<file path="src/rtl/pipe_stage_reg.sv">
// Elastic pipeline register: DEPTH chained stages with valid/ready handshake,
// synchronous flush and an optional per-stage skid entry that registers ready.
module pipe_stage_reg #(
  parameter int               WIDTH     = 32,
  parameter int               DEPTH     = 1,
  parameter int               SKID      = 0,
  parameter logic [WIDTH-1:0] RESET_VAL = '0,
  localparam int              CAP       = DEPTH * (1 + SKID),
  localparam int              CW        = $clog2(CAP + 1)
) (
  input  logic             clk,
  input  logic             rst,
  input  logic             flush,
  input  logic             in_valid,
  output logic             in_ready,
  input  logic [WIDTH-1:0] in_data,
  output logic             out_valid,
  input  logic             out_ready,
  output logic [WIDTH-1:0] out_data,
  output logic [CW-1:0]    count
);

  // Handshake: a transfer happens on an edge where valid && ready are both
  // high; valid must not depend on ready, and data is stable while valid waits.
  logic [DEPTH-1:0]            w_up_valid;
  logic [DEPTH-1:0][WIDTH-1:0] w_up_data;
  logic [DEPTH-1:0]            w_rdy;
  logic [DEPTH-1:0]            w_dn_rdy;
  logic [DEPTH-1:0]            w_mv;
  logic [DEPTH-1:0]            w_sv;
  logic [DEPTH-1:0][WIDTH-1:0] w_md;
  logic                        w_in_ready;
  logic [CW-1:0]               w_count;

  assign w_in_ready = w_rdy[0] && !flush && !rst;

  for (genvar i = 0; i < DEPTH; i++) begin : g_stage
    if (i == 0) begin : g_first
      assign w_up_valid[i] = in_valid && w_in_ready;
      assign w_up_data[i]  = in_data;
    end else begin : g_mid
      assign w_up_valid[i] = w_mv[i-1];
      assign w_up_data[i]  = w_md[i-1];
    end

    if (i == DEPTH - 1) begin : g_last
      assign w_dn_rdy[i] = out_ready;
    end else begin : g_chain
      assign w_dn_rdy[i] = w_rdy[i+1];
    end

    if (SKID == 0) begin : g_plain
      logic             r_v;
      logic [WIDTH-1:0] r_d;
      logic             w_in;

      assign w_rdy[i] = !r_v || w_dn_rdy[i];
      assign w_in     = w_up_valid[i] && w_rdy[i];
      assign w_mv[i]  = r_v;
      assign w_sv[i]  = 1'b0;
      assign w_md[i]  = r_d;

      always_ff @(posedge clk or posedge rst) begin
        if (rst) begin
          r_v <= 1'b0;
          r_d <= RESET_VAL;
        end else begin
          if (w_in) r_d <= w_up_data[i];
          if (flush) r_v <= 1'b0;
          else       r_v <= w_in || (r_v && !w_dn_rdy[i]);
        end
      end
    end else begin : g_skid
      logic             r_v;
      logic             r_s_v;
      logic [WIDTH-1:0] r_d;
      logic [WIDTH-1:0] r_s_d;
      logic             w_in;
      logic             w_take;

      // Ready comes straight from the skid flag, so no path from out_ready.
      assign w_rdy[i] = !r_s_v;
      assign w_in     = w_up_valid[i] && !r_s_v;
      assign w_take   = r_v && w_dn_rdy[i];
      assign w_mv[i]  = r_v;
      assign w_sv[i]  = r_s_v;
      assign w_md[i]  = r_d;

      always_ff @(posedge clk or posedge rst) begin
        if (rst) begin
          r_v   <= 1'b0;
          r_s_v <= 1'b0;
          r_d   <= RESET_VAL;
          r_s_d <= RESET_VAL;
        end else begin
          if (w_take && r_s_v)              r_d   <= r_s_d;
          else if (w_in && (w_take || !r_v)) r_d  <= w_up_data[i];
          else if (w_in)                    r_s_d <= w_up_data[i];

          if (flush) begin
            r_v   <= 1'b0;
            r_s_v <= 1'b0;
          end else if (w_take && r_s_v) begin
            r_s_v <= 1'b0;
          end else if (w_in) begin
            r_v <= 1'b1;
            if (r_v && !w_take) r_s_v <= 1'b1;
          end else if (w_take) begin
            r_v <= 1'b0;
          end
        end
      end
    end
  end

  always_comb begin
    w_count = '0;
    for (int k = 0; k < DEPTH; k++) begin
      w_count = w_count + CW'(w_mv[k]) + CW'(w_sv[k]);
    end
  end

  assign in_ready  = w_in_ready;
  assign out_valid = w_mv[DEPTH-1];
  assign out_data  = w_md[DEPTH-1];
  assign count     = w_count;

endmodule
</file>
<file path="config.mk">
export PLATFORM = sky130hd
export DESIGN_NAME = pipe_stage_reg
export DESIGN_NICKNAME = d
export VERILOG_FILES = /design/src/rtl/pipe_stage_reg.sv
export SDC_FILE = /design/constraint.sdc
export NUM_CORES = 1
export LEC_CHECK = 0
export ABC_AREA = 1
export BUFFER_PORTS_ARGS = -buffer_cell sky130_fd_sc_hd__buf_2
export CORE_ASPECT_RATIO = 0.7
export CORE_MARGIN = 2
export CORE_UTILIZATION = 25
export DETAILED_ROUTE_END_ITERATION = 16
export GPL_TIMING_DRIVEN = 0
export SYNTH_ARGS = -nofsm -noshare
export SYNTH_HDL_FRONTEND = slang
export SYNTH_SLANG_ARGS = --single-unit
</file>
<file path="constraint.sdc">
create_clock -name clk -period 2.4 [get_ports clk]
set_input_delay 0.24 -clock clk [delete_from_list [all_inputs] [get_ports clk]]
set_output_delay 0.24 -clock clk [all_outputs]
set_load 0.02 [all_outputs]
</file>
Word level (Yosys, flattened, before mapping)
Cells that the tools add are included.
{"block": "op_classes", "n_mux": 1, "n_reduce_logical": 11}
{"op": "logical AND 1 bit", "n": 5}
{"op": "logical NOT 1 bit", "n": 4}
{"op": "logical OR 1 bit", "n": 2}
{"op": "2-to-1 mux 1 bit", "n": 1}
{"block": "word_totals", "reg_bits": 33, "in_bits": 37, "output_inout_bits": 35, "word_cells": 14}

Depth between registers and ports, before layout
{"block": "depth", "depth_word": 8, "ltp_mapped": 6, "depth_no_buf": 5}

Worst setup path after synthesis
No wires, ideal clock.
{"block": "synth_path", "path_kind": "reg-to-output", "from": "reg g_stage[0].g_plain.r_v, in the netlist out_valid", "to": "out in_ready", "arrival_ns": 1.029, "required_ns": 2.160, "slack_ns": 1.131, "stages_incl_launch_ff": 4, "path_buffers": 0, "path_cell_list": "dfrtp_1 -> inv_1 -> nor2_1 -> nor3_1"}
{"block": "synth_via", "elab_chain_len": 4}
{"item": "start, declared", "line_no": "53", "rtl": "logic r_v;"}
{"item": "start signal, assigned", "line_no": "70", "rtl": "else r_v <= w_in || (r_v && !w_dn_rdy[i]);"}
{"item": "logical NOT 1 bit", "line_no": "57", "rtl": "assign w_rdy[i] = !r_v || w_dn_rdy[i];"}
{"item": "logical OR 1 bit", "line_no": "57"}
{"item": "logical AND 1 bit (2 in a row)", "line_no": "35", "rtl": "assign w_in_ready = w_rdy[0] && !flush && !rst;"}
{"item": "end, declared", "line_no": "15", "rtl": "output logic in_ready,"}
No other way between the ends.

Worst setup path in the final report
Same ends and word-level chain as after synthesis.

==> reports/results.tsv <==
stage	metric	value	unit
layout	fill_cells	599	
clock_tree	cts_sinks	33	
grt	antenna_found_initial	0	
setup_path	endpoint_kind	primary output	
setup_path	cpPeakStageDelay	0.42	ns
run	maxCapViolCount	0	
clock_tree	tritoncts	yes	
die	pin_count	72	
sta	setup_tns	0	ns
clock_tree	clkTransAtPathRegs	0.07	ns
grt	grt_max_degree	34	
clock_tree	clk_root_buffer_cell	clkbuf_8	
route	wirelength	3950	um
power_and_ir_drop	power_leakage	0.00112	uW
die	start_util	26.6	%
power_and_ir_drop	p_sw_share	32.4	%
clock_tree	htreeDepth	2	
yosys	synth_warnings	0	
yosys	syn_area_per_cell	9.32	um^2
power_and_ir_drop	fin_total_pwr	1550	uW
sta	worst_slew_pin_slew	0.711	ns
sta	setup_viol	0	
power_and_ir_drop	p_seq_share	45.1	%
power_and_ir_drop	pwr_density_cell	786	mW/mm^2
route	num_vias	1354	
power_and_ir_drop	p_clk_share	29.6	%
yosys	synth_cells	153	
setup_path	cp_max_fo	4	
placement	dp_cells	295	
route	ant_nets	0	
sta	final.setup_skew	0.00335	ns
layout	regArea	826	um^2
clock_tree	numCtsBuffers	5	
yosys	yosysTopAreaCellShare	57.9	%
grt	grt_pass1_wl	6360	um
clock_tree	clock_latency	0.28	ns
setup_path	path_cells	inv_1 > nor2_1 > nor3_1 > buf_2	
clock_tree	clockBufferDepth	2	
die	die_x	94.3	um
sta	final.period_utilization	57.1	%
layout	final_layout_size_suffix_gt1_share	41.1	%
sta	slew_headroom	52.5	%
layout	multi_input_area	490	um^2
sta	max_freq	0.730	GHz
layout	stdcell_count	303	
sta	finalHoldViolations	0	
layout	diodes	0	
sta	fin_crit	1.37	ns
setup_path	critical_path.top_delay_family	flip-flops	
worst_hold_path	hold_path_class	in2async	
yosys	synth_top_cell_by_area	dfrtp_1	
setup_path	start_kind	flop	
sta	rsz0062_at_grt	false	
route	dr.pass1.iters	4	
layout	area_delta_synth_final	38.0	%
yosys	yosys_register_bits	33	
outcome	outcome	completed	
die	fp-row-count	22	
clock_tree	post_cts_buffers	0	
route	drtIter0Drc	48	
yosys	ys_types	12	
sta	report.final.slew_viol_count	0	
setup_path	path_buf_inv	2	
yosys	yosys-top-cells-area	dfrtp_1, nand2_1, nand4_1	
clock_tree	post_cts_resize_count	0	
yosys	yosysSeqAreaShare	57.9	%
layout	fin_area	0.00197	mm^2
yosys	synth_area	0.00143	mm^2
placement	place.gp.congestion	0.646	
die	die_y	67.2	um
grt	grt_overflow	0	
setup_path	path_class	reg2out	
die	coreArea	0.00537	mm^2
placement	place.detailed.hpwl	2870	um
setup_path	required	2.16	ns
yosys	synthesis.nets	190	
grt	grt_pass1_vias	1296	
setup_path	cp.arrival	1.13	ns
layout	nNetsFinal	267	
grt	gr-usage-all-layers	13.4	%
setup_path	crit_path_top_delay_cell	dfrtp_1	
route	vias_per_cell	4.47	
power_and_ir_drop	peakVddDrop	362	uV
placement	port-buffer-count	70	
clock_tree	postCtsHoldBufs	0	
die	dieArea	0.00634	mm^2
route	drc_errors	0	
power_and_ir_drop	comb_power_share	25.3	%
power_and_ir_drop	switching_power	501	uW
power_and_ir_drop	p_int	1050	uW
route	post_drt_wl_per_cell	13.0	um
placement	dpl-instance-area	0.00187	mm^2
-- cell usage in the layout, fill, tap and decap left out, drive strengths merged --
| master | instances |
|---|---|
| nand4 | 32 |
| dfrtp | 33 |
| nand2 | 65 |
| buf | 84 |
| nor2 | 3 |
| nand3 | 1 |
| inv | 3 |
| clkbuf | 7 |
| a21oi | 1 |
| nor3 | 1 |
| clkinv | 1 |
-- worst reg2reg max path, delay by kind of cell (launching register included) --
family                 cells  cell delay, ns
buffers and inverters      1            0.27
DFF                        1            0.42
and+or+nand+nor            3            0.43
-- power groups by stage --
stage	logic, uW	registers (uW)	clock network (uW)
floorplan	118	825	0
global placement	395	705	0
detailed placement	400	707	0
CTS	399	699	481
global route	432	710	511
finish	392	698	457
-- final cells by class --
| cell class | count | area share (%) |
|---|---|---|
| plain buffers | 14 | 5.02 |
| multi-input cells | 103 | 24.9 |
| repair buffers | 70 | 17.8 |
| clock buffers | 7 | 4.90 |
| well taps | 72 | 4.58 |
| clock inverters | 1 | 0.254 |
| inverters | 3 | 0.572 |
| flip-flops and latches | 33 | 42.0 |
-- state kept, by name, indices dropped and copies added, names as in the netlist --
| register | count |
|---|---|
| out_valid | 1 |
| out_data | 32 |
-- metal layers --
metal  vias to the layer above  GRT usage, %  wire [um]
met1                       641          18.5       1930
met3                         0          4.69        313
met2                        48          19.9       1710
li1                        665             -          -
met5                         -             0          0
met4                         0          3.80          0
-- stage by stage --
stage | util [%] | hold slack [ns] | setup slack, ns
2_1_floorplan | - | 0.306 | 1.13
3_3_place_gp | 34.8 | 0.450 | 0.852
3_5_place_dp | 34.8 | 0.453 | 0.812
4_1_cts | 36.7 | 0.166 | 1.00
5_1_grt | 36.7 | 0.165 | 0.927
6_report | 36.7 | 0.115 | 1.03
-- synth_stat cells --
master	n
a21oi_1	1
buf_2	7
buf_4	4
buf_6	3
dfrtp_1	33
inv_1	3
nand2_1	65
nand3_4	1
nand4_1	32
nor2_1	2
nor2_4	1
nor3_1	1
-- logic make-up after synthesis --
family	Yosys count	share of synthesized area (%)
and+or+nand+nor	102	34.0
DFF	33	57.9
buffers and inverters	17	7.72
AOI/OAI and AO/OA	1	0.351
-- final timing paths --
kind / startpoint / endpoint / slack (ns) / cells past startpoint
max reg2reg: out_valid / out_data[22] / 1.22 / 4
min in group clk: flush / out_valid / 0.17 / 2
max in group asynchronous: rst / out_data[31] / 1.83 / 2
min: rst / out_data[6] / 0.12 / 2
max: out_valid / in_ready / 1.03 / 4
min reg2reg: out_data[2] / out_data[2] / 0.47 / 2
Note: power is estimated with default switching activity, not from simulation.
